### src/rtl/main_control_fsm_pkg.sv
// rtl/main_control_fsm_pkg.sv - shared opcodes, ALU/mux codes, state encodings and control word for the MIPS main control
package main_control_fsm_pkg;

  localparam int OP_W = 6;

  localparam logic [OP_W-1:0] OP_RTYPE = 6'b000000;
  localparam logic [OP_W-1:0] OP_LW    = 6'b100011;
  localparam logic [OP_W-1:0] OP_SW    = 6'b101011;
  localparam logic [OP_W-1:0] OP_BEQ   = 6'b000100;
  localparam logic [OP_W-1:0] OP_J     = 6'b000010;
  localparam logic [OP_W-1:0] OP_ADDI  = 6'b001000;

  // ALU_control decodes these same codes
  localparam logic [1:0] ALUOP_ADD   = 2'b00;
  localparam logic [1:0] ALUOP_SUB   = 2'b01;
  localparam logic [1:0] ALUOP_FUNCT = 2'b10;

  localparam logic [1:0] SRCB_REGB    = 2'b00;
  localparam logic [1:0] SRCB_FOUR    = 2'b01;
  localparam logic [1:0] SRCB_IMM     = 2'b10;
  localparam logic [1:0] SRCB_IMM_SH2 = 2'b11;

  localparam logic [1:0] PCSRC_ALU    = 2'b00;
  localparam logic [1:0] PCSRC_ALUOUT = 2'b01;
  localparam logic [1:0] PCSRC_JUMP   = 2'b10;

  typedef enum logic [3:0] {
    S_RESET  = 4'd0,
    S_FETCH  = 4'd1,
    S_DECODE = 4'd2,
    S_MEMADR = 4'd3,
    S_MEMRD  = 4'd4,
    S_MEMWB  = 4'd5,
    S_MEMWR  = 4'd6,
    S_EXEC   = 4'd7,
    S_ALUWB  = 4'd8,
    S_BRANCH = 4'd9,
    S_JUMP   = 4'd10,
    S_ADDIEX = 4'd11,
    S_ADDIWB = 4'd12
  } state_t;

  typedef struct packed {
    logic [1:0] alu_op;
    logic       alu_src_a;
    logic [1:0] alu_src_b;
    logic [1:0] pc_source;
    logic       iord;
    logic       mem_read;
    logic       mem_write;
    logic       ir_write;
    logic       reg_dst;
    logic       mem_to_reg;
    logic       reg_write;
    logic       pc_write;
    logic       pc_write_cond;
    logic       illegal_op;
  } ctrl_word_t;

  function automatic logic is_legal_op(input logic [OP_W-1:0] op);
    return op inside {OP_RTYPE, OP_LW, OP_SW, OP_BEQ, OP_J, OP_ADDI};
  endfunction

endpackage

### src/rtl/main_control_fsm_if.sv
// rtl/main_control_fsm_if.sv - opcode/handshake inputs and datapath strobes between control FSM and datapath
interface main_control_fsm_if;

  logic [main_control_fsm_pkg::OP_W-1:0] opcode;
  logic       mem_ready;
  logic [1:0] ALUOp;
  logic       ALUSrcA;
  logic [1:0] ALUSrcB;
  logic [1:0] PCSource;
  logic       IorD;
  logic       MemRead;
  logic       MemWrite;
  logic       IRWrite;
  logic       RegDst;
  logic       MemtoReg;
  logic       RegWrite;
  logic       PCWrite;
  logic       PCWriteCond;
  logic       illegal_op;
  logic [3:0] state_dbg;

  modport master (
    input  opcode, mem_ready,
    output ALUOp, ALUSrcA, ALUSrcB, PCSource, IorD, MemRead, MemWrite, IRWrite,
           RegDst, MemtoReg, RegWrite, PCWrite, PCWriteCond, illegal_op, state_dbg
  );

  modport slave (
    output opcode, mem_ready,
    input  ALUOp, ALUSrcA, ALUSrcB, PCSource, IorD, MemRead, MemWrite, IRWrite,
           RegDst, MemtoReg, RegWrite, PCWrite, PCWriteCond, illegal_op, state_dbg
  );

endinterface

### src/rtl/main_control_fsm_ctrl_word_decode.sv
// rtl/main_control_fsm_ctrl_word_decode.sv - combinational state/mem_ready/opcode to control word decode
module main_control_fsm_ctrl_word_decode
  import main_control_fsm_pkg::*;
(
  input  state_t              state,
  input  logic                mem_ready,
  input  logic [OP_W-1:0]     opcode,
  output ctrl_word_t          cw
);

  always_comb begin
    cw = '0;
    case (state)
      S_FETCH: begin
        cw.mem_read  = 1'b1;
        cw.iord      = 1'b0;
        cw.alu_src_a = 1'b0;
        cw.alu_src_b = SRCB_FOUR;
        cw.alu_op    = ALUOP_ADD;
        cw.pc_source = PCSRC_ALU;
        // IR and PC may only latch once the fetched word is actually valid
        cw.ir_write  = mem_ready;
        cw.pc_write  = mem_ready;
      end
      S_DECODE: begin
        cw.alu_src_b  = SRCB_IMM_SH2;
        cw.alu_op     = ALUOP_ADD;
        cw.illegal_op = !is_legal_op(opcode);
      end
      S_MEMADR, S_ADDIEX: begin
        cw.alu_src_a = 1'b1;
        cw.alu_src_b = SRCB_IMM;
        cw.alu_op    = ALUOP_ADD;
      end
      S_MEMRD: begin
        cw.mem_read = 1'b1;
        cw.iord     = 1'b1;
      end
      S_MEMWB: begin
        cw.reg_write  = 1'b1;
        cw.mem_to_reg = 1'b1;
      end
      S_MEMWR: begin
        cw.mem_write = 1'b1;
        cw.iord      = 1'b1;
      end
      S_EXEC: begin
        cw.alu_src_a = 1'b1;
        cw.alu_src_b = SRCB_REGB;
        cw.alu_op    = ALUOP_FUNCT;
      end
      S_ALUWB: begin
        cw.reg_write = 1'b1;
        cw.reg_dst   = 1'b1;
      end
      S_BRANCH: begin
        cw.alu_src_a     = 1'b1;
        cw.alu_src_b     = SRCB_REGB;
        cw.alu_op        = ALUOP_SUB;
        cw.pc_write_cond = 1'b1;
        cw.pc_source     = PCSRC_ALUOUT;
      end
      S_JUMP: begin
        cw.pc_write  = 1'b1;
        cw.pc_source = PCSRC_JUMP;
      end
      S_ADDIWB: begin
        cw.reg_write = 1'b1;
      end
      default: cw = '0;
    endcase
  end

endmodule

### src/rtl/main_control_fsm.sv
// rtl/main_control_fsm.sv - multicycle MIPS main control: state register and next-state sequencing
module main_control_fsm
  import main_control_fsm_pkg::*;
(
  input  logic                 clk,
  input  logic                 rst_n,
  main_control_fsm_if.master   bus
);

  state_t     state;
  state_t     state_nx;
  ctrl_word_t cw;

  main_control_fsm_ctrl_word_decode u_decode (
    .state     (state),
    .mem_ready (bus.mem_ready),
    .opcode    (bus.opcode),
    .cw        (cw)
  );

  always_comb begin
    state_nx = S_RESET;
    case (state)
      S_RESET:  state_nx = S_FETCH;
      S_FETCH:  state_nx = bus.mem_ready ? S_DECODE : S_FETCH;
      S_DECODE: begin
        case (bus.opcode)
          OP_LW, OP_SW: state_nx = S_MEMADR;
          OP_RTYPE:     state_nx = S_EXEC;
          OP_BEQ:       state_nx = S_BRANCH;
          OP_J:         state_nx = S_JUMP;
          OP_ADDI:      state_nx = S_ADDIEX;
          default:      state_nx = S_FETCH;
        endcase
      end
      S_MEMADR: state_nx = (bus.opcode == OP_LW) ? S_MEMRD : S_MEMWR;
      S_MEMRD:  state_nx = bus.mem_ready ? S_MEMWB : S_MEMRD;
      S_MEMWB:  state_nx = S_FETCH;
      S_MEMWR:  state_nx = bus.mem_ready ? S_FETCH : S_MEMWR;
      S_EXEC:   state_nx = S_ALUWB;
      S_ALUWB:  state_nx = S_FETCH;
      S_BRANCH: state_nx = S_FETCH;
      S_JUMP:   state_nx = S_FETCH;
      S_ADDIEX: state_nx = S_ADDIWB;
      S_ADDIWB: state_nx = S_FETCH;
      default:  state_nx = S_RESET;
    endcase
  end

  // Async reset lands in S_RESET, whose decoded word is all zero, so strobes drop immediately
  always_ff @(posedge clk or negedge rst_n) begin
    if (!rst_n) begin
      state <= S_RESET;
    end else begin
      state <= state_nx;
    end
  end

  assign bus.ALUOp       = cw.alu_op;
  assign bus.ALUSrcA     = cw.alu_src_a;
  assign bus.ALUSrcB     = cw.alu_src_b;
  assign bus.PCSource    = cw.pc_source;
  assign bus.IorD        = cw.iord;
  assign bus.MemRead     = cw.mem_read;
  assign bus.MemWrite    = cw.mem_write;
  assign bus.IRWrite     = cw.ir_write;
  assign bus.RegDst      = cw.reg_dst;
  assign bus.MemtoReg    = cw.mem_to_reg;
  assign bus.RegWrite    = cw.reg_write;
  assign bus.PCWrite     = cw.pc_write;
  assign bus.PCWriteCond = cw.pc_write_cond;
  assign bus.illegal_op  = cw.illegal_op;
  assign bus.state_dbg   = state;

endmodule
### src/flat_wrapper.sv
// flat-port wrapper written by rule: the top's interface ports become plain ports
module main_control_fsm_flat import main_control_fsm_pkg::*;
  (clk, rst_n, bus_opcode, bus_mem_ready, bus_ALUOp, bus_ALUSrcA, bus_ALUSrcB, bus_PCSource, bus_IorD, bus_MemRead, bus_MemWrite, bus_IRWrite, bus_RegDst, bus_MemtoReg, bus_RegWrite, bus_PCWrite, bus_PCWriteCond, bus_illegal_op, bus_state_dbg);
  main_control_fsm_if bus_i ();
  input  logic clk;
  input  logic rst_n;
  input wire logic [$bits(bus_i.opcode)-1:0] bus_opcode;
  input wire logic [$bits(bus_i.mem_ready)-1:0] bus_mem_ready;
  output wire logic [$bits(bus_i.ALUOp)-1:0] bus_ALUOp;
  output wire logic [$bits(bus_i.ALUSrcA)-1:0] bus_ALUSrcA;
  output wire logic [$bits(bus_i.ALUSrcB)-1:0] bus_ALUSrcB;
  output wire logic [$bits(bus_i.PCSource)-1:0] bus_PCSource;
  output wire logic [$bits(bus_i.IorD)-1:0] bus_IorD;
  output wire logic [$bits(bus_i.MemRead)-1:0] bus_MemRead;
  output wire logic [$bits(bus_i.MemWrite)-1:0] bus_MemWrite;
  output wire logic [$bits(bus_i.IRWrite)-1:0] bus_IRWrite;
  output wire logic [$bits(bus_i.RegDst)-1:0] bus_RegDst;
  output wire logic [$bits(bus_i.MemtoReg)-1:0] bus_MemtoReg;
  output wire logic [$bits(bus_i.RegWrite)-1:0] bus_RegWrite;
  output wire logic [$bits(bus_i.PCWrite)-1:0] bus_PCWrite;
  output wire logic [$bits(bus_i.PCWriteCond)-1:0] bus_PCWriteCond;
  output wire logic [$bits(bus_i.illegal_op)-1:0] bus_illegal_op;
  output wire logic [$bits(bus_i.state_dbg)-1:0] bus_state_dbg;
  assign bus_i.opcode = bus_opcode;
  assign bus_i.mem_ready = bus_mem_ready;
  assign bus_ALUOp = bus_i.ALUOp;
  assign bus_ALUSrcA = bus_i.ALUSrcA;
  assign bus_ALUSrcB = bus_i.ALUSrcB;
  assign bus_PCSource = bus_i.PCSource;
  assign bus_IorD = bus_i.IorD;
  assign bus_MemRead = bus_i.MemRead;
  assign bus_MemWrite = bus_i.MemWrite;
  assign bus_IRWrite = bus_i.IRWrite;
  assign bus_RegDst = bus_i.RegDst;
  assign bus_MemtoReg = bus_i.MemtoReg;
  assign bus_RegWrite = bus_i.RegWrite;
  assign bus_PCWrite = bus_i.PCWrite;
  assign bus_PCWriteCond = bus_i.PCWriteCond;
  assign bus_illegal_op = bus_i.illegal_op;
  assign bus_state_dbg = bus_i.state_dbg;
  main_control_fsm u_core (.clk(clk), .rst_n(rst_n), .bus(bus_i));
endmodule
### config.mk
export PLATFORM = sky130hd
export DESIGN_NAME = main_control_fsm_flat
export DESIGN_NICKNAME = d
export VERILOG_FILES = /design/src/rtl/main_control_fsm_pkg.sv /design/src/rtl/main_control_fsm_if.sv /design/src/rtl/main_control_fsm_ctrl_word_decode.sv /design/src/rtl/main_control_fsm.sv /design/src/flat_wrapper.sv
export SDC_FILE = /design/constraint.sdc
export NUM_CORES = 1
export LEC_CHECK = 0
export ABC_AREA = 1
export ABC_CLOCK_PERIOD_IN_PS = 3000
export CORE_AREA = 5 5 42 44
export DETAILED_ROUTE_END_ITERATION = 10
export DIE_AREA = 0 0 47 49
export DONT_BUFFER_PORTS = 1
export GPL_TIMING_DRIVEN = 1
export PLACE_DENSITY_LB_ADDON = 0.3
export SLEW_MARGIN = 10
export SYNTH_ARGS = -nofsm -noshare
export SYNTH_HDL_FRONTEND = slang
export SYNTH_SLANG_ARGS = --single-unit
### constraint.sdc
create_clock -name clk -period 3 [get_ports clk]
set_clock_uncertainty 0.05 [all_clocks]
set_input_delay 0.45 -clock clk [delete_from_list [all_inputs] [get_ports clk]]
set_output_delay 0.45 -clock clk [all_outputs]
set_load 0.1 [all_outputs]
Yosys cells after proc, flatten, opt, wreduce, memory -nomap -nowiden --
Index checks and enable logic that the tools add are counted.
Word-level totals: register bits 4, input bits 9, output and inout bits 21
Operators by class: eq/ne operators 17, mux-type cells 20, reductions and logical operators 11
Operators by type and width (number):
- 4-bit one-hot mux with 8 select lines | 1
- 4-bit equality test, second input constant | 5
- 4-bit one-hot mux with 5 select lines | 1
- 4-bit by 3-bit equality test with 1-bit output, second input constant | 4
- 6-bit equality test, second input constant | 2
- 1-bit 2-to-1 mux | 11
- 4-bit by 2-bit equality test with 1-bit output, second input constant | 2
- 2-bit one-hot mux with 2 select lines | 2
- 2-bit OR reduction | 4
- 6-bit by 2-bit equality test with 1-bit output, second input constant | 1
- 6-bit by 3-bit equality test with 1-bit output, second input constant | 1
- 6-bit by 4-bit equality test with 1-bit output, second input constant | 1
- 6-bit logical NOT | 1
- 2-bit one-hot mux with 3 select lines | 1
- 6-bit nonzero test | 1
- 6-bit OR reduction | 1
- 4-bit by 1-bit equality test with 1-bit output, second input constant | 1
- 4-bit logical NOT | 1
- 2-bit 2-to-1 mux | 2
- 4-bit OR reduction | 1
- 3-bit 2-to-1 mux | 1
- 3-bit OR reduction | 1
- 1-bit one-hot mux with 2 select lines | 1
- 1-bit logical NOT | 1

Depth between registers and ports, before layout --
Gate-level depths: netlist of run 1.
depth in word-level cells 4, depth in mapped cells 6, gate-level depth less buffers 6

By module --
From an unflattened synthesis of run 1, not the netlist that was laid out.
Second synthesis, totals: cell total of the unflattened synthesis 110, area total of the unflattened synthesis 600.6 µm²
By module, submodules not included:
- main_control_fsm | times used 1, cells each 62, area each 377.9 µm²
- main_control_fsm_ctrl_word_decode | times used 1, cells each 48, area each 222.7 µm²

Least setup slack after synthesis of run 1 --
OpenSTA, ideal clock, no wires.
kind register to output, start point register u_core.state[2] (netlist: u_core.bus.state_dbg[2]), end point output bus_ALUSrcA, arrival 3.461 ns, data required time 2.500 ns, setup slack -0.961 ns, cell stages (with the launch flop) 7, path buffers 0, cells stage by stage dfrtp_1 -> inv_2 -> nor2_4 -> inv_2 -> nor2_1 -> nor2_1 -> nand2_1
On the way: longest elaborated chain between the ends 3, elaborated cells between the ends (all ways) 6, those cells by class eq/ne (4); mux (1); reduce/logical (1)
Ends and longest elaborated chain:
- start: declaration | line main_control_fsm.sv:10 | state_t state;
- start signal: assignment | line main_control_fsm.sv:55 | state <= state_nx;
- 4-bit by 2-bit equality test with 1-bit output, or another cell as far along | line main_control_fsm_ctrl_word_decode.sv:13 | case (state)
- 4-bit OR reduction (no line) (*)
- 1-bit 2-to-1 mux (*) | line main_control_fsm_ctrl_word_decode.sv:13
- end: declaration | line flat_wrapper.sv:10 | output wire logic [$bits(bus_i.ALUSrcA)-1:0] bus_ALUSrcA;
Every way passes the cells marked *; elsewhere a longest branch is shown, timed or not.

Worst setup path in the final report of run 1 --
Ends and elaborated chain as after synthesis.

==> Implementation_results.wiki, run 1 <==
{| class="wikitable"
! Metric !! Value
|-
| Outcome || finished clean
|-
| Post-route minimum period || between 2 and 2.5 ns
|-
| Floorplan die area || between 2000 and 2500 sq um
|-
| Total number of H-tree levels || 1
|-
| Yosys warns || 0
|-
| Final Wtd Congestion || about 0.77
|-
| Boundary Pins || 30
|-
| Average detailed-routed wire length per instance || approximately 11 microns
|-
| Most repeated cell in the gate-level netlist after synthesis || sky130_fd_sc_hd__nor2_1
|-
| Placed cell area || 747 sq um
|-
| Top post-synthesis cells by count || sky130_fd_sc_hd__nor2_1 (18), sky130_fd_sc_hd__nand2_1 (16), sky130_fd_sc_hd__nand3_1 (10)
|-
| Diode count || 0
|-
| Final Max Tran Viols || 0
|-
| Initial DRT Pass Iterations || 4
|-
| Total of flip-flops plus latches after synthesis || 4
|-
| Setup crit start kind || flop
|-
| Routed via count divided by cell count || around 4.8
|-
| DP Cell Count || around 120
|-
| Remaining design rule violation count || 0
|-
| Number of setup violations in the final report || 0
|-
| Horizontal die dimension || 47 microns
|-
| Net count after synthesis || 95
|-
| Timing-limited maximum frequency || between 0.4 and 0.5 GHz
|-
| Dominant cell type by area after synthesis || sky130_fd_sc_hd__dfrtp_1
|-
| Cell at the root of the clock tree || sky130_fd_sc_hd__clkbuf_4
|-
| Post-synthesis area per instance || roughly 6 sq um
|-
| Post-CTS clock slew at the launch and capture registers of the worst setup and hold paths || around 0.040 ns
|-
| Routed via count || slightly below 600
|-
| Maximum number of pins on one net before global-route repair || 8
|-
| Total number of placement rows || 14
|-
| Worst Hold Class || primary input to flop
|-
| Post-cts resize count || 0
|-
| Fraction of layout instances using a drive strength above 1 || between 40 and 50%
|-
| Placeable Area || ~1400 sq um
|-
| Finished layout cell area || between 700 and 800 sq um
|-
| Max reg flops || 4
|-
| Post-route ant nets || 0
|-
| Detailed-route wire length || roughly 1.4 mm
|-
| Post-DP HPWL || ~1.2 mm
|-
| Detailed router's first-iteration violation count || 8
|-
| Global routing usage on met2 || 21.3%
|-
| Total of max-cap violations || 0
|-
| Final worst-path setup slack || between 0.5 and 0.6 ns
|-
| Async set-reset flop share out of synthesis || 100%
|-
| Synth area leaders || sky130_fd_sc_hd__dfrtp_1 (19%), sky130_fd_sc_hd__nor2_1 (13%), sky130_fd_sc_hd__nand2_1 (12%)
|-
| Insertion delay to the later sink of the worst-skew pair || 0.23 ns
|-
| Number of global-route vias before repair || around 540
|-
| Total count of hold-check failures in the final report || 0
|-
| Met3 global-route usage || 2.21%
|-
| Worst Tran Pin Value || 0.569 ns
|-
| Wire length of the first global-routing pass || approximately 2.2 mm
|-
| Primary FF master, synth || sky130_fd_sc_hd__dfrtp_1
|-
| Die boundary height || ~49 microns
|-
| Buffers inserted by post-CTS timing repair || 0
|-
| Worst-case headroom to the max-slew limit || 62.1%
|-
| Count of buffers inserted at the top-level ports || 0
|-
| Critical path class || flop to primary output
|-
| Arrival time worst endpoint || 1.97 ns
|-
| Initial antenna violation count || 0
|-
| Share of synthesized area occupied by flip-flops and latches || approximately a fifth
|-
| Area overhead of the layout relative to synthesis || 52.3%
|-
| Count of different cell masters after synthesis || 21
|-
| Total congestion overflow after global routing || 0
|-
| Final #Nets || ~120
|-
| Number of hold buffers added after cts || 1
|-
| Area fraction of the dominant cell type after synthesis || 19.5%
|-
| GRT met1 Usage || 15.4%
|-
| Count of flip-flops with a built-in enable after synthesis || 0
|-
| Setup WS pre-CTS || 0.756 ns
|-
| Post-route clock period utilization || roughly 82%
|-
| Startpoint of the most critical setup path || u_core.bus.state_dbg[2]
|-
| Syn Std Cell Area || around 510 sq um
|-
| Start point of the worst hold path || bus_mem_ready
|-
| Sink count of the clock tree || 4
|-
| Clock tree buffer depth || 2
|-
| Number of buffers created by CTS || 3
|-
| All-layer global routing usage || approximately 13%
|-
| CP required || roughly 2.5 ns
|-
| Post-route insts no fill || around 120
|-
| CP endpoint kind || primary output
|-
| Unrepaired setup endpoints after global routing || false
|-
| CTS tree || built
|-
| Post-synthesis cell count || between 80 and 90
|-
| Highest fanout seen on the critical path || 5
|-
| Gr busiest metal || met2
|-
| Critical R2R Launch || u_core.bus.state_dbg[0]
|-
| Starting Density || a little under two fifths
|}
## cells in the final DEF (no fill, tap or decap), drive strengths merged, types with 2 or more instances in the layout
| master | count |
|---|---|
| o21ai | 4 |
| nor3 | 3 |
| nor2 | 24 |
| nand3b | 2 |
| inv | 15 |
| nand3 | 10 |
| clkbuf | 4 |
| buf | 19 |
| nand2 | 18 |
| dfrtp | 4 |
## per-stage QoR
| step | utilization (%) | setup TNS, ns | hold slack (ns) |
|---|---|---|---|
| after global routing | 55.9 | 0 | 0.427 |
| final | 55.9 | 0 | 0.421 |
| after detailed placement | 53.3 | 0 | 0.105 |
| after floorplan | - | -0.410 | 0.104 |
| after global placement | 53.3 | 0 | 0.104 |
| after CTS | 55.9 | 0 | 0.417 |
## metal layers
layer	vias to the layer above	wire length, microns
li1	309	-
met1	262	513
met2	18	761
met3	0	111
met4	0	0
met5	-	0
## cell families after synthesis
group,after synthesis,synth area share (%)
flip-flops,4,19.5
AO/OA/AOI/OAI,6,6.08
AND/OR/NAND/NOR,58,58.9
buffers and inverters,18,15.6
## final timing paths
| check | end | slack, ns | cells past startpoint |
|---|---|---|---|
| min reg2reg | u_core.bus.state_dbg[2] | 0.59 | 3 |
| min in group asynchronous | u_core.bus.state_dbg[2] | 0.44 | 1 |
| min | u_core.bus.state_dbg[2] | 0.42 | 3 |
| max | bus_ALUSrcA | 0.53 | 6 |
| max reg2reg | u_core.bus.state_dbg[1] | 1.22 | 8 |
| max in group asynchronous | u_core.bus.state_dbg[3] | 2.28 | 1 |
## critical path: stages, from the launching register on
cell and delay [ns]:
sky130_fd_sc_hd__dfrtp_2 0.62, sky130_fd_sc_hd__inv_2 0.18, sky130_fd_sc_hd__nand2_1 0.19, sky130_fd_sc_hd__nor3_4 0.38
sky130_fd_sc_hd__nor2_1 0.07, sky130_fd_sc_hd__nand2_1 0.11, sky130_fd_sc_hd__buf_12 0.18
## final cells by class
type,count,area [sq um]
fillers,149,618
multi-input cells,64,372
repair buffers,20,198
flip-flops and latches,4,103
inverters,16,65.1
clock buffers,4,26.3
well taps,16,20.0
Power of run 1 is left out: the tool's default activity adds up to more than one toggle a clock period on the data nets, which glitch-free logic cannot reach.
==> inputs of run 2 (changes only) <==
--- a/config.mk
+++ b/config.mk
@@ -6,7 +6,7 @@
 export NUM_CORES = 1
 export LEC_CHECK = 0
 export ABC_AREA = 1
-export ABC_CLOCK_PERIOD_IN_PS = 3000
+export ABC_CLOCK_PERIOD_IN_PS = 2500
 export CORE_AREA = 5 5 42 44
 export DETAILED_ROUTE_END_ITERATION = 10
 export DIE_AREA = 0 0 47 49
==> constraint.sdc (replaced) <==
create_clock -name clk -period 2.5 [get_ports clk]
set_clock_uncertainty 0.05 [all_clocks]
set_input_delay 0.375 -clock clk [delete_from_list [all_inputs] [get_ports clk]]
set_output_delay 0.375 -clock clk [all_outputs]
set_load 0.1 [all_outputs]
==> run 2 against run 1 <==
Global-route usage grew 0.26 points. Core utilization grew 1.5 points. Cell area grew 2.7%. Highest routed layer is now met4.
==> Implementation_results.wiki, run 2 (same netlist as run 1, synthesis figures left out) <==
{| class="wikitable"
! Metric !! Value
|-
| Detailed-route wire length || between 1 and 1.5 mm
|-
| Outcome || finished clean
|-
| Insertion delay to the later sink of the worst-skew pair || 0.24 ns
|-
| Worst Hold Class || primary input to flop
|-
| Post-DP HPWL || 1.24 mm
|-
| Post-route ant nets || 0
|-
| Finished layout cell area || roughly 800 sq um
|-
| Worst Tran Pin Value || ~0.37 ns
|-
| Commonest non-fill, non-tap cell in the layout || sky130_fd_sc_hd__buf_4
|-
| Die boundary height || 49 microns
|-
| Uppermost metal layer occupied by signal nets || met4
|-
| Detailed route wirelength on metal2 || between 700 and 800 microns
|-
| Worst hold slack after final layout || approximately 0.33 ns
|-
| Floorplan die area || between 2000 and 2500 sq um
|-
| Initial antenna violation count || 0
|-
| Post-cts resize count || 0
|-
| Summed negative setup slack over all endpoints || 0 ns
|-
| CP required || 2.08 ns
|-
| Routed via count || ~600
|-
| M1 WL || about 480 microns
|-
| Initial DRT Pass Iterations || 4
|-
| Detailed router's first-iteration violation count || 5
|-
| Timing-limited maximum frequency || approximately 0.45 GHz
|-
| Post-route clock period utilization || around nine tenths
|-
| Reg2reg path depth || 8
|-
| Multi-input combinational cell area || between 300 and 400 sq um
|-
| DP Cell Count || 119
|-
| Arrival time worst endpoint || roughly 1.8 ns
|-
| Area taken by flip-flops and latches || approximately 110 sq um
|-
| Number of setup violations in the final report || 0
|-
| Final Wtd Congestion || between 0.8 and 0.9
|-
| Wire length of the first global-routing pass || roughly 2.2 mm
|-
| Area overhead of the layout relative to synthesis || 56.4%
|-
| Final #Nets || ~120
|-
| Horizontal die dimension || about 47 microns
|-
| Post-route insts no fill || about 120
|-
| Highest fanout seen on the critical path || 5
|-
| Post-CTS clock slew at the launch and capture registers of the worst setup and hold paths || roughly 0.04 ns
|-
| Hold Crit Depth || 3
|-
| CTS tree || built
|-
| Clock tree buffer depth || 2
|-
| Final Max Tran Viols || 0
|-
| Unrepaired setup endpoints after global routing || false
|-
| Placed cell area || approximately 770 sq um
|-
| Starting Density || between 30 and 40%
|-
| Total congestion overflow after global routing || 0
|-
| Critical path class || flop to primary output
|-
| Routed via count divided by cell count || 4.89
|-
| Number of global-route vias before repair || approximately 590
|-
| Remaining design rule violation count || 0
|-
| Top library cells by usage in the layout, fill and taps aside || sky130_fd_sc_hd__buf_4 (15), sky130_fd_sc_hd__nand2_1 (14), sky130_fd_sc_hd__nor2_1 (14), sky130_fd_sc_hd__nand3_1 (10), sky130_fd_sc_hd__inv_1 (8)
|-
| Setup crit start kind || flop
|-
| Diode count || 0
|-
| Total of max-cap violations || 0
|-
| Sink count of the clock tree || 4
|-
| Total number of placement rows || 14
|-
| Number of buffers created by CTS || 3
|-
| Maximum number of pins on one net before global-route repair || 8
|-
| Filler instances || between 100 and 150
|-
| All-layer global routing usage || between 10% and 20%
|-
| Post-route minimum period || 2.24 ns
|-
| Total count of hold-check failures in the final report || 0
|-
| Boundary Pins || 30
|-
| Cell at the root of the clock tree || sky130_fd_sc_hd__clkbuf_4
|-
| Met3 WL || between 150 and 200 microns
|-
| Max reg flops || 4
|-
| Fraction of layout instances using a drive strength above 1 || between 40% and 50%
|-
| Worst-case headroom to the max-slew limit || around 75%
|-
| Count of buffers inserted at the top-level ports || 0
|-
| Average detailed-routed wire length per instance || between 10 and 15 microns
|-
| CP endpoint kind || primary output
|-
| Placeable Area || 1400 sq um
|-
| Total number of H-tree levels || 1
|}
## run 2: timing repair
action,in CTS,in global routing
hold buffers,1,0
setup buffers,0,0
endpoints found under the hold margin,4,0
endpoints found under the setup margin,0,0
## run 2: final cells by class
type / instances / area share [%]
well taps: 16 / 2.49
flip-flops and latches: 4 / 13.7
clock buffers: 3 / 2.80
inverters: 16 / 8.09
multi-input cells: 64 / 46.8
repair buffers: 20 / 26.1
## run 2: metrics by stage
| stage | util [%] | setup WS (ns) |
|---|---|---|
| after floorplan | - | -0.269 |
| after global placement | 55.1 | 0.538 |
| after detailed placement | 55.1 | 0.497 |
| after CTS | 57.4 | 0.248 |
| after global routing | 57.4 | 0.150 |
| final | 57.4 | 0.263 |
## run 2: worst paths after layout
kind	startpoint	endpoint	slack, ns
max	u_core.bus.state_dbg[3]	bus_ALUSrcA	0.26
min	bus_mem_ready	u_core.bus.state_dbg[2]	0.33
max reg2reg	u_core.bus.state_dbg[0]	u_core.bus.state_dbg[1]	0.73
min reg2reg	u_core.bus.state_dbg[1]	u_core.bus.state_dbg[2]	0.65
max in group asynchronous	rst_n	u_core.bus.state_dbg[3]	1.87
min in group asynchronous	rst_n	u_core.bus.state_dbg[0]	0.35
## run 2: worst max-delay path, cell delays in order (launching register included)
cell                      delay (ns)
sky130_fd_sc_hd__dfrtp_4        0.65
sky130_fd_sc_hd__nand2_2        0.19
sky130_fd_sc_hd__nor3_4         0.37
sky130_fd_sc_hd__nor2_1         0.09
sky130_fd_sc_hd__nand2_2        0.09
sky130_fd_sc_hd__buf_12         0.17
## run 2: routing by layer
layer / up-vias / track usage [%]
met5: - / 0
met4: 0 / 8.76
met3: 2 / 4.43
met2: 24 / 21.7
met1: 264 / 12.9
li1: 312 / -
Power of run 2 is left out for the same reason.
==> inputs of run 3 (changes only) <==
--- a/config.mk
+++ b/config.mk
@@ -6,13 +6,13 @@
 export NUM_CORES = 1
 export LEC_CHECK = 0
 export ABC_AREA = 1
-export ABC_CLOCK_PERIOD_IN_PS = 2500
+export ABC_CLOCK_PERIOD_IN_PS = 2910
 export CORE_AREA = 5 5 42 44
 export DETAILED_ROUTE_END_ITERATION = 10
 export DIE_AREA = 0 0 47 49
 export DONT_BUFFER_PORTS = 1
 export GPL_TIMING_DRIVEN = 1
-export PLACE_DENSITY_LB_ADDON = 0.3
+export PLACE_DENSITY = 0.65
 export SLEW_MARGIN = 10
 export SYNTH_ARGS = -nofsm -noshare
 export SYNTH_HDL_FRONTEND = slang
==> constraint.sdc (replaced) <==
create_clock -name clk -period 2.91 [get_ports clk]
set_clock_uncertainty 0.05 [all_clocks]
set_input_delay 0.4365 -clock clk [delete_from_list [all_inputs] [get_ports clk]]
set_output_delay 0.4365 -clock clk [all_outputs]
set_load 0.1 [all_outputs]
==> run 3 against run 2 <==
Sequential share of layout area shrank 0.53 points. Critical path depth grew 1. Critical endpoint unchanged. Clock-buffer cell count grew 1. Global-route usage grew 0.44 points. Final cell count is the same. Largest cell class unchanged. Via count shrank 1.2%.
==> Implementation_results.wiki, run 3 (same netlist as run 1, synthesis figures left out) <==
{| class="wikitable"
! Metric !! Value
|-
| Setup WS pre-CTS || about 0.67 ns
|-
| Number of buffers created by CTS || 3
|-
| Reg2reg path depth || 7
|-
| Max reg flops || 4
|-
| Insertion delay to the later sink of the worst-skew pair || ~0.23 ns
|-
| Total number of H-tree levels || 1
|-
| Detailed-route wire length || approximately 1.4 mm
|-
| Total number of placement rows || 14
|-
| Die boundary height || between 40 and 50 microns
|-
| Number of global-route vias before repair || between 600 and 700
|-
| CTS tree || built
|-
| Average detailed-routed wire length per instance || 11.2 microns
|-
| Boundary Pins || 30
|-
| Placeable Area || 1400 sq um
|-
| Area overhead of the layout relative to synthesis || 53.5%
|-
| Total of max-cap violations || 0
|-
| Post-route minimum period || ~2.5 ns
|-
| Wire length of the first global-routing pass || about 2.3 mm
|-
| Number of setup violations in the final report || 0
|-
| Post-route clock period utilization || between 80% and 90%
|-
| Worst Tran Pin Value || around 0.59 ns
|-
| Global routing usage on met2 || around 22%
|-
| Utilization after layout || between 50 and 60%
|-
| Floorplan die area || between 2000 and 2500 sq um
|-
| Sink count of the clock tree || 4
|-
| Final Wtd Congestion || around 0.86
|-
| CP endpoint kind || primary output
|-
| Cell at the root of the clock tree || sky130_fd_sc_hd__clkbuf_4
|-
| Routed via count divided by cell count || 4.84
|-
| Post-route ant nets || 0
|-
| Outcome || finished clean
|-
| Maximum number of pins on one net before global-route repair || 8
|-
| End of the critical path || bus_ALUSrcA
|-
| Count of buffers inserted at the top-level ports || 0
|-
| Top library cells by usage in the layout, fill and taps aside || sky130_fd_sc_hd__nand2_1 (16), sky130_fd_sc_hd__nor2_1 (14), sky130_fd_sc_hd__buf_4 (14), sky130_fd_sc_hd__nand3_1 (10), sky130_fd_sc_hd__inv_1 (8)
|-
| All-layer global routing usage || 13.5%
|-
| Total count of hold-check failures in the final report || 0
|-
| Remaining design rule violation count || 0
|-
| Met3 global-route usage || between 6 and 7%
|-
| Highest fanout seen on the critical path || 5
|-
| Timing-limited maximum frequency || about 0.41 GHz
|-
| Worst-case headroom to the max-slew limit || between 60% and 70%
|-
| Worst Hold Class || primary input to flop
|-
| CP required || ~2.4 ns
|-
| Arrival time worst endpoint || about 2 ns
|-
| Post-CTS clock slew at the launch and capture registers of the worst setup and hold paths || 0.04 ns
|-
| Setup slack of the worst register-to-register path || 1.05 ns
|-
| Final Max Tran Viols || 0
|-
| Start point of the worst hold path || bus_mem_ready
|-
| Final worst-path setup slack || around 0.44 ns
|-
| Total congestion overflow after global routing || 0
|-
| Setup crit start kind || flop
|-
| Horizontal die dimension || roughly 47 microns
|-
| GRT met1 Usage || approximately 14%
|-
| Number of hold buffers added after cts || 1
|-
| Initial antenna violation count || 0
|-
| Critical R2R Launch || u_core.bus.state_dbg[0]
|-
| Diode count || 0
|-
| Buffers inserted by post-CTS timing repair || 0
|-
| Fraction of layout instances using a drive strength above 1 || between 40 and 50%
|-
| Detailed router's first-iteration violation count || 13
|-
| Post-cts resize count || 0
|-
| Commonest non-fill, non-tap cell in the layout || sky130_fd_sc_hd__nand2_1
|-
| Post-DP HPWL || approximately 1.2 mm
|-
| Critical path class || flop to primary output
|-
| Unrepaired setup endpoints after global routing || false
|-
| Gr busiest metal || met2
|-
| Clock tree buffer depth || 2
|-
| Initial DRT Pass Iterations || 4
|-
| Final #Nets || about 120
|-
| Starting Density || a little under two fifths
|-
| Routed via count || 595
|-
| Startpoint of the most critical setup path || u_core.bus.state_dbg[2]
|-
| Destination of the worst register-to-register timing path || u_core.bus.state_dbg[1]
|}
run 3: area by class of cell:
class,count,area (sq um)
inverter,16,65.1
fill,143,612
timing repair buffer,19,203
multi-input combinational,64,372
clock buffer,4,26.3
sequential,4,104
tap,16,20.0
run 3: how the worst min path moves through the flow:
| stage | endpoint | slack, ns | cells after the start |
|---|---|---|---|
| 2_1_floorplan | u_core.bus.state_dbg[0] | 0.09 | 0 |
| 3_5_place_dp | u_core.bus.state_dbg[2] | 0.09 | 0 |
| 4_1_cts | u_core.bus.state_dbg[2] | 0.40 | 3 |
| 3_3_place_gp | u_core.bus.state_dbg[2] | 0.09 | 0 |
| 6_report | u_core.bus.state_dbg[2] | 0.40 | 3 |
| 5_1_grt | u_core.bus.state_dbg[2] | 0.41 | 3 |
run 3: critical path, cell delays in order (launching register included):
cell	delay [ns]
sky130_fd_sc_hd__dfrtp_2	0.62
sky130_fd_sc_hd__inv_2	0.19
sky130_fd_sc_hd__nand2_1	0.19
sky130_fd_sc_hd__nor3_4	0.38
sky130_fd_sc_hd__nor2_1	0.07
sky130_fd_sc_hd__nand2_1	0.11
sky130_fd_sc_hd__buf_12	0.18
run 3: routing by layer:
layer | routed length (microns) | vias to the layer above | part of all wire, %
li1 | - | 311 | -
met1 | 483 | 257 | 35
met2 | 714 | 27 | 52
met3 | 180 | 0 | 13
met4 | 0 | 0 | 0
met5 | 0 | - | 0
run 3: through the flow:
step | cells | hold WS [ns] | TNS, ns | area [sq um]
2_1_floorplan | 86 | 0.0909 | -0.447 | 548
4_1_cts | 123 | 0.399 | 0 | 790
6_report | 123 | 0.403 | 0 | 790
3_3_place_gp | 118 | 0.0910 | 0 | 753
5_1_grt | 123 | 0.414 | 0 | 790
3_5_place_dp | 118 | 0.0910 | 0 | 753
Power of run 3 is left out for the same reason.
